===== src/rtl/load_value_scheduler_if.sv =====
// ----------------------------------------------------------------------------
// load_value_scheduler_if
// Groups the host write channel, the counter-side reload signals and the
// status outputs of load_value_scheduler into a single bundle.
//   master : host / counter side (drives Wr_Valid, Wr_Data, Count, Underrun_Clr)
//   slave  : scheduler side      (drives Wr_Ready, Load_Value_Valid,
//                                 Load_Value, Fifo_Level, Underrun)
// ----------------------------------------------------------------------------
interface load_value_scheduler_if #(
   parameter int WIDTH = 4,
   parameter int DEPTH = 4
);
   localparam int LW = $clog2(DEPTH + 1);

   logic             Wr_Valid;
   logic [WIDTH-1:0] Wr_Data;
   logic             Wr_Ready;
   logic [WIDTH-1:0] Count;
   logic             Load_Value_Valid;
   logic [WIDTH-1:0] Load_Value;
   logic [LW-1:0]    Fifo_Level;
   logic             Underrun;
   logic             Underrun_Clr;

   modport master (
      output Wr_Valid, Wr_Data, Count, Underrun_Clr,
      input  Wr_Ready, Load_Value_Valid, Load_Value, Fifo_Level, Underrun
   );

   modport slave (
      input  Wr_Valid, Wr_Data, Count, Underrun_Clr,
      output Wr_Ready, Load_Value_Valid, Load_Value, Fifo_Level, Underrun
   );
endinterface


===== src/rtl/load_value_scheduler.sv =====
// ----------------------------------------------------------------------------
// load_value_scheduler
// Buffers host-supplied load values in a small FIFO and hands the oldest one
// to a downstream counter each time the counter reaches TRIGGER. A reload
// request that finds the FIFO empty raises a sticky Underrun flag.
//
// Ports
//   Clk   : single clock, rising edge
//   Rst_l : asynchronous active-low reset
//   bus   : load_value_scheduler_if.slave
//           Wr_Valid/Wr_Data/Wr_Ready  host write handshake
//           Count                      downstream counter value
//           Load_Value_Valid/Load_Value one-cycle load strobe and value
//           Fifo_Level                 number of stored words
//           Underrun/Underrun_Clr      sticky empty-reload flag and its clear
// ----------------------------------------------------------------------------
module load_value_scheduler #(
   parameter int               WIDTH   = 4,
   parameter int               DEPTH   = 4,
   parameter logic [WIDTH-1:0] TRIGGER = {WIDTH{1'b1}}
) (
   input logic                  Clk,
   input logic                  Rst_l,
   load_value_scheduler_if.slave bus
);

   localparam int LW = $clog2(DEPTH + 1);
   localparam int PW = (DEPTH > 1) ? $clog2(DEPTH) : 1;

   logic [WIDTH-1:0] r_mem [DEPTH];
   logic [PW-1:0]    r_wr_ptr;
   logic [PW-1:0]    r_rd_ptr;
   logic [LW-1:0]    r_level;
   logic             r_match_q;
   logic             r_lv_valid;
   logic [WIDTH-1:0] r_lv;
   logic             r_underrun;

   logic w_match;
   logic w_hit;
   logic w_empty;
   logic w_wr_ready;
   logic w_push;
   logic w_pop;

   // Ready depends only on the registered level, never on this cycle's inputs.
   assign w_wr_ready = (r_level != LW'(DEPTH));
   assign w_empty    = (r_level == '0);
   assign w_push     = bus.Wr_Valid && w_wr_ready;

   // Rising-edge detect on the trigger compare: a Count parked at TRIGGER
   // requests only one reload.
   assign w_match = (bus.Count == TRIGGER);
   assign w_hit   = w_match && !r_match_q;

   // Pop decision uses the pre-edge level, so a word written on this edge
   // can never be the one popped on this edge.
   assign w_pop = w_hit && !w_empty;

   // NOTE: storage array has no reset; level and pointers define which
   // entries are meaningful, so clearing the RAM would only cost flops.
   always_ff @(posedge Clk) begin
      if (w_push) begin
         r_mem[r_wr_ptr] <= bus.Wr_Data;
      end
   end

   // NOTE: sequential state uses non-blocking assignments so every register
   // samples pre-edge values regardless of statement order.
   always_ff @(posedge Clk or negedge Rst_l) begin
      if (!Rst_l) begin
         r_wr_ptr   <= '0;
         r_rd_ptr   <= '0;
         r_level    <= '0;
         r_match_q  <= 1'b0;
         r_lv_valid <= 1'b0;
         r_lv       <= '0;
         r_underrun <= 1'b0;
      end else begin
         r_match_q  <= w_match;
         r_lv_valid <= w_pop;

         // Pointers wrap naturally because DEPTH is a power of two.
         if (w_push) begin
            r_wr_ptr <= r_wr_ptr + PW'(1);
         end
         if (w_pop) begin
            r_rd_ptr <= r_rd_ptr + PW'(1);
            r_lv     <= r_mem[r_rd_ptr];
         end

         case ({w_push, w_pop})
            2'b10:   r_level <= r_level + LW'(1);
            2'b01:   r_level <= r_level - LW'(1);
            default: r_level <= r_level;
         endcase

         // A new underrun on the same edge as a clear wins.
         if (w_hit && w_empty) begin
            r_underrun <= 1'b1;
         end else if (bus.Underrun_Clr) begin
            r_underrun <= 1'b0;
         end
      end
   end

   assign bus.Wr_Ready         = w_wr_ready;
   assign bus.Load_Value_Valid = r_lv_valid;
   assign bus.Load_Value       = r_lv;
   assign bus.Fifo_Level       = r_level;
   assign bus.Underrun         = r_underrun;

endmodule

===== src/flat_wrapper.sv =====
// flat-port wrapper written by rule: the top's interface ports become plain ports
module load_value_scheduler_flat 
#(
   parameter int               WIDTH   = 4,
   parameter int               DEPTH   = 4,
   parameter logic [WIDTH-1:0] TRIGGER = {WIDTH{1'b1}}
)
  (Clk, Rst_l, bus_Wr_Valid, bus_Wr_Data, bus_Count, bus_Underrun_Clr, bus_Wr_Ready, bus_Load_Value_Valid, bus_Load_Value, bus_Fifo_Level, bus_Underrun);
  load_value_scheduler_if #(.WIDTH(WIDTH), .DEPTH(DEPTH)) bus_i ();
  input logic Clk;
  input logic Rst_l;
  input wire logic [$bits(bus_i.Wr_Valid)-1:0] bus_Wr_Valid;
  input wire logic [$bits(bus_i.Wr_Data)-1:0] bus_Wr_Data;
  input wire logic [$bits(bus_i.Count)-1:0] bus_Count;
  input wire logic [$bits(bus_i.Underrun_Clr)-1:0] bus_Underrun_Clr;
  output wire logic [$bits(bus_i.Wr_Ready)-1:0] bus_Wr_Ready;
  output wire logic [$bits(bus_i.Load_Value_Valid)-1:0] bus_Load_Value_Valid;
  output wire logic [$bits(bus_i.Load_Value)-1:0] bus_Load_Value;
  output wire logic [$bits(bus_i.Fifo_Level)-1:0] bus_Fifo_Level;
  output wire logic [$bits(bus_i.Underrun)-1:0] bus_Underrun;
  assign bus_i.Wr_Valid = bus_Wr_Valid;
  assign bus_i.Wr_Data = bus_Wr_Data;
  assign bus_i.Count = bus_Count;
  assign bus_i.Underrun_Clr = bus_Underrun_Clr;
  assign bus_Wr_Ready = bus_i.Wr_Ready;
  assign bus_Load_Value_Valid = bus_i.Load_Value_Valid;
  assign bus_Load_Value = bus_i.Load_Value;
  assign bus_Fifo_Level = bus_i.Fifo_Level;
  assign bus_Underrun = bus_i.Underrun;
  load_value_scheduler #(.WIDTH(WIDTH), .DEPTH(DEPTH), .TRIGGER(TRIGGER)) u_core (.Clk(Clk), .Rst_l(Rst_l), .bus(bus_i));
endmodule

===== config.mk =====
export PLATFORM = sky130hd
export DESIGN_NAME = load_value_scheduler_flat
export DESIGN_NICKNAME = d
export VERILOG_FILES = /design/src/rtl/load_value_scheduler_if.sv /design/src/rtl/load_value_scheduler.sv /design/src/flat_wrapper.sv
export SDC_FILE = /design/constraint.sdc
export NUM_CORES = 1
export LEC_CHECK = 0
export CORE_AREA = 2 2 56 58
export CTS_CLUSTER_SIZE = 25
export DETAILED_ROUTE_END_ITERATION = 6
export DIE_AREA = 0 0 58 60
export PLACE_DENSITY = 0.7
export SLEW_MARGIN = 20
export SYNTH_ARGS = -nofsm -noshare
export SYNTH_HDL_FRONTEND = slang
export SYNTH_SLANG_ARGS = --single-unit

===== constraint.sdc =====
create_clock -name Clk -period 2.01 [get_ports Clk]
set_input_delay 0.402 -clock Clk [delete_from_list [all_inputs] [get_ports Clk]]
set_output_delay 0.402 -clock Clk [all_outputs]
set_load 0.005 [all_outputs]

-- After elaboration in Yosys (flattened, before gate mapping)
Memories as Yosys holds them, arrays and structs flattened. A register that Yosys moved wholly into a read port is not among the register bits.
Cells that the tools add are included.
- add/sub/neg operators: 4
- muxes and demuxes: 5
- reduce and logical (&&, ||, !) cells: 10
- equal/unequal tests: 4
- operators with widths (cell ; count):
    3-bit one-hot mux with 2 select lines ; 1
    2-bit by 1-bit adder with 2-bit output (second input constant) ; 2
    4-bit equality test (second input constant) ; 1
    1-bit logical AND ; 4
    1-bit 2-to-1 mux ; 4
    2-bit nonzero test ; 2
    3-bit by 1-bit adder with 3-bit output (second input constant) ; 1
    1-bit logical NOT ; 3
    3-bit logical NOT ; 1
    3-bit inequality test (second input constant) ; 1
    3-bit by 1-bit subtractor with 3-bit output (second input constant) ; 1
    2-bit by 1-bit equality test with 1-bit output (second input constant) ; 1
    2-bit equality test (second input constant) ; 1
- bits in registers: 10
- memories: 1
- bits in writable memories: 16
- input bits: 12
- memories (memory ; words ; width ; read ports ; clocked after Yosys merged registers in ; wr ports ; RTL line ; source):
    u_core.r_mem ; 4 ; 4 ; 1 ; 1 ; 1 ; load_value_scheduler.sv:30 ; logic [WIDTH-1:0] r_mem [DEPTH];

-- Depth between registers and ports, before layout
- depth in word-level cells: 5
- depth in mapped cells: 9

-- Worst setup path before layout
Ideal clock, no wire load.
- path type: flip-flop to flip-flop
- start point: reg u_core.r_level[0], in the netlist u_core.bus.Fifo_Level[0]
- end point: reg u_core.r_level[2], in the netlist u_core.bus.Fifo_Level[2]
- setup time: 79 ps
- data arrival time: 2022 ps
- slack: -91 ps
- period minus slack after synthesis: 2101 ps
- cell stages (with the launch flop): 10
- path buffers: 0
- cell sequence: dfrtp_1 -> or3b_4 -> and2_4 -> inv_1 -> ha_1 -> inv_1 -> fa_1 -> xor2_1 -> nor2_1 -> xor2_1
- elaborated cells between the ends (all ways): 11
- classes of those cells: add/sub (2); eq/ne (3); mux (1); reduce/logical (5)
- RTL lines (what ; RTL line ; source):
    start, declared ; load_value_scheduler.sv:33 ; logic [LW-1:0] r_level;
    start signal, assigned ; load_value_scheduler.sv:93 ; 2'b10: r_level <= r_level + LW'(1);
    start signal, assigned ; load_value_scheduler.sv:94 ; 2'b01: r_level <= r_level - LW'(1);
    start signal, assigned ; load_value_scheduler.sv:95 ; default: r_level <= r_level;
    3-bit inequality test (*) ; load_value_scheduler.sv:47 ; assign w_wr_ready = (r_level != LW'(DEPTH));
    net bus_Wr_Ready ; flat_wrapper.sv:16 ; output wire logic [$bits(bus_i.Wr_Ready)-1:0] bus_Wr_Ready;
    1-bit logical AND (*) ; load_value_scheduler.sv:49 ; assign w_push = bus.Wr_Valid && w_wr_ready;
    2-bit by 1-bit equality test with 1-bit output / 2-bit equality test (equally long branches) ; load_value_scheduler.sv:92 ; case ({w_push, w_pop})
    3-bit one-hot mux with 2 select lines / 2-bit nonzero test (equally long branches) ; - ;
Mark *: on every way through the listed nets, which the timed path passes. The rest lies on a longest branch.
A chain may end at the register's enable or synchronous reset.

-- Final worst setup path
- start point: reg u_core.r_level[2], in the netlist u_core.bus.Fifo_Level[2]
- end point: reg u_core.r_level[2], in the netlist u_core.bus.Fifo_Level[2]
- longest elaborated chain between the ends: 5
- elaborated cells between the ends (all ways): 11
- classes of those cells: add/sub (2); eq/ne (3); mux (1); reduce/logical (5)
- RTL lines (what ; RTL line ; source):
    3-bit logical NOT ; load_value_scheduler.sv:48 ; assign w_empty = (r_level == '0);
    1-bit logical NOT ; load_value_scheduler.sv:58 ; assign w_pop = w_hit && !w_empty;
    1-bit logical AND ; load_value_scheduler.sv:58 ;
    2-bit by 1-bit equality test with 1-bit output / 2-bit equality test (equally long branches) ; load_value_scheduler.sv:92 ;
    3-bit one-hot mux with 2 select lines / 2-bit nonzero test (equally long branches) ; - ;
Parallel ways exist; a longest one is shown, timed or not.

==> impl_metrics.py <==
metrics = {
    "clock_tree": {
        "cts_tree": "done",
        "cts.sinks": 30,
        "clock_path_buffers": 2,
        "worst_skew_pair.late_latency_ps": 310,
        "cts_buffers": 5,
        "h-tree-depth": 2,
        "hold_buffers": 0,
        "root_buffer": "clkbuf_4",
        "cts.clk_slew.worst_paths_ps": 90,
    },
    "yosys": {
        "synth_ff_type": "edfxtp_1",
        "yosysSeqAreaShare": 0.661,
        "async_reset_ff_frac": 0.467,
        "synth_cell_type_count": 21,
        "yosys_warnings": 0,
        "syn_area_per_cell_um2": 17.0,
        "synth_seq_cells": 30,
        "synth_nets": 92,
        "synth-edff-count": 16,
        "syn-cell-area_mm2": 0.00126,
        "syn_inst": 74,
    },
    "critical_path": {
        "r2r_slack_ps": 30,
        "path_buf_inv": 2,
        "cp_max_fo": 2,
        "slowest_delay_ps": 390,
        "reg2reg_depth": 9,
        "r2r_end": "u_core.bus.Fifo_Level[2]$_DFFE_PN0P_",
        "cp.depth": 9,
        "critPathSlowestCell": "dfrtp_1",
        "cp-start-kind": "flip-flop",
        "crit_family": "simple AND/OR/NAND/NOR gates",
        "crit_chain": "or3b_4, and2_4, inv_4, ha_4, inv_2, fa_2, xor2_1, nor2_1, xor2_1",
        "worstPathArrival_ps": 2230,
        "path_class": "flip-flop to flip-flop",
        "endpoint_kind": "flip-flop",
        "crit_top_cell": "xor2_1",
        "r2r_start": "u_core.bus.Fifo_Level[2]$_DFFE_PN0P_",
        "required_ps": 2250,
    },
    "pwr": {
        "p_per_area_mw_per_mm2": 1240,
        "p_sw_frac": 0.281,
        "p_comb_frac": 0.371,
        "ir_drop_mv": 0.657,
        "clockPowerShare": 0.173,
        "leakagePower_nw": 0.703,
        "p_seq_frac": 0.456,
        "intPower_w": 0.00150,
        "switching_power_w": 0.000587,
    },
    "die": {
        "initial_utilization": 0.433,
        "dieHeight_um": 60,
        "coreArea_mm2": 0.00290,
        "die-area_mm2": 0.00348,
        "pin_count": 22,
        "rows": 20,
        "fp.dieW_um": 58,
    },
    "finish": {
        "fin_area_mm2": 0.00168,
        "drive_gt1_frac": 0.342,
        "nets": 131,
        "area_growth_pct": 33.6,
        "final_common_cell": "clkdlybuf4s50_1",
        "antennaDiodeCount": 0,
        "final_cell_mix": "clkdlybuf4s50_1, edfxtp_1, dfrtp_1",
        "utilization": 0.579,
    },
    "sta": {
        "fin_ws_ps": 25.3,
        "tightest_slew_ps": 637,
        "setup_violations": 0,
        "hold_viol": 0,
        "skew_ps": 6.03,
        "hold_slack_ps": 472,
        "final_max_slew_viol_count": 0,
        "rsz0062_at_grt": "yes",
        "fin_crit_sh": 0.987,
        "fin_crit_ps": 1980,
        "relSlewSlack": 0.574,
        "fmax_mhz": 504,
        "tns_ps": 0,
    },
    "global_route": {
        "grt_pass1_wl_um": 3170,
        "first_global_vias": 710,
        "grt_overflow_total": 0,
        "grt_use_total": 0.130,
        "antenna_found_initial": 0,
        "grt_max_degree": 15,
    },
    "worst_hold_path": {
        "holdCritPathClass": "primary input to asynchronous set/reset pin",
    },
    "detailed_routing": {
        "dr.pass1.iters": 4,
        "first_iter_violations": 10,
        "drc": 0,
        "vias_per_cell": 4.85,
        "wl_per_cell_um": 12.8,
        "drtAntennaViolNets": 0,
        "vias": 713,
        "routed_wl_um": 1890,
    },
    "placed_design": {
        "io_buffers": 21,
        "gp_congestion": 0.781,
        "place_area_mm2": 0.00160,
        "pre_cts_ws_ps": -417,
        "hpwlAfterDp_um": 1450,
    },
    "run": {
        "max-cap-violations": 0,
    },
    "status": {
        "status": "finished, final reports clean",
    },
}
[registers in the layout, summed over array words and instances, names as in the netlist]
name                         cells
u_core.r_mem                    16
u_core.bus.Load_Value            4
u_core.bus.Load_Value_Valid      1
u_core.r_rd_ptr                  2
u_core.r_match_q                 1
u_core.bus.Underrun              1
u_core.r_wr_ptr                  2
u_core.bus.Fifo_Level            3
[power groups by stage]
stage | clock [W] | combinational [W] | sequential [W]
2_1_floorplan | 0 | 0.000430 | 0.000947
3_3_place_gp | 0 | 0.000759 | 0.000966
3_5_place_dp | 0 | 0.000763 | 0.000970
4_1_cts | 0.000373 | 0.000773 | 0.000957
5_1_grt | 0.000401 | 0.000852 | 0.000984
6_report | 0.000362 | 0.000776 | 0.000953
[how the worst max path moves through the flow]
stage | start | slack, ps | end
floorplan | u_core.bus.Fifo_Level[0]$_DFFE_PN0P_ | 4 | u_core.bus.Fifo_Level[2]$_DFFE_PN0P_
global placement | bus_Count[3] | -280 | u_core.bus.Fifo_Level[2]$_DFFE_PN0P_
detailed placement | bus_Count[3] | -420 | u_core.bus.Fifo_Level[2]$_DFFE_PN0P_
CTS | u_core.bus.Fifo_Level[0]$_DFFE_PN0P_ | -2 | u_core.bus.Fifo_Level[2]$_DFFE_PN0P_
global route | u_core.bus.Fifo_Level[0]$_DFFE_PN0P_ | -50 | u_core.bus.Fifo_Level[2]$_DFFE_PN0P_
finish | u_core.bus.Fifo_Level[2]$_DFFE_PN0P_ | 30 | u_core.bus.Fifo_Level[2]$_DFFE_PN0P_
[per-layer routing]
metal	routed length (um)	GRT usage	share of wire	vias to the layer above
li1	-	-	-	342
met1	798	0.147	0.42	350
met2	955	0.213	0.51	15
met3	90	0.0519	0.048	6
met4	42	0.0698	0.022	0
met5	0	0	0	-
[synth_stat cells (2+ instances only)]
cell type,number,area share
xnor2_1,2,0.014
edfxtp_1,16,0.38
mux4_2,4,0.072
ha_1,5,0.050
and3_2,4,0.024
inv_1,8,0.024
xor2_1,4,0.028
dfrtp_1,14,0.28
nor2_1,2,0.0060
mux2_2,4,0.036
[per-stage QoR]
stage | total power [W] | instances
finish | 0.00209 | 147
global route | 0.00224 | 147
CTS | 0.00210 | 146
detailed placement | 0.00173 | 137
global placement | 0.00172 | 137
floorplan | 0.00138 | 74
[cell families after synthesis]
| group | synth area share |
|---|---|
| flip-flops | 0.661 |
| XOR/XNOR | 0.0418 |
| adder cells (fa/ha/maj) | 0.0657 |
| multiplexers | 0.127 |
| AO/OA/AOI/OAI | 0.00697 |
| buffers and inverters | 0.0279 |
| AND/OR/NAND/NOR | 0.0697 |
[area by class of cell]
cell class | count | area [um^2]
Fill cell | 228 | 1220
Sequential cell | 30 | 831
Multi-Input combinational cell | 35 | 413
Timing Repair Buffer | 33 | 303
Clock buffer | 7 | 55.1
Tap cell | 33 | 41.3
Inverter | 8 | 32.5
Clock inverter | 1 | 5.00
[timing repair]
item,in CTS,in global routing
resized for setup,1,2
pin swaps,6,3
setup buffers,1,1
endpoints found under the hold margin,0,0
setup endpoints to repair,2,1
Power figures use the tool's default switching activity.
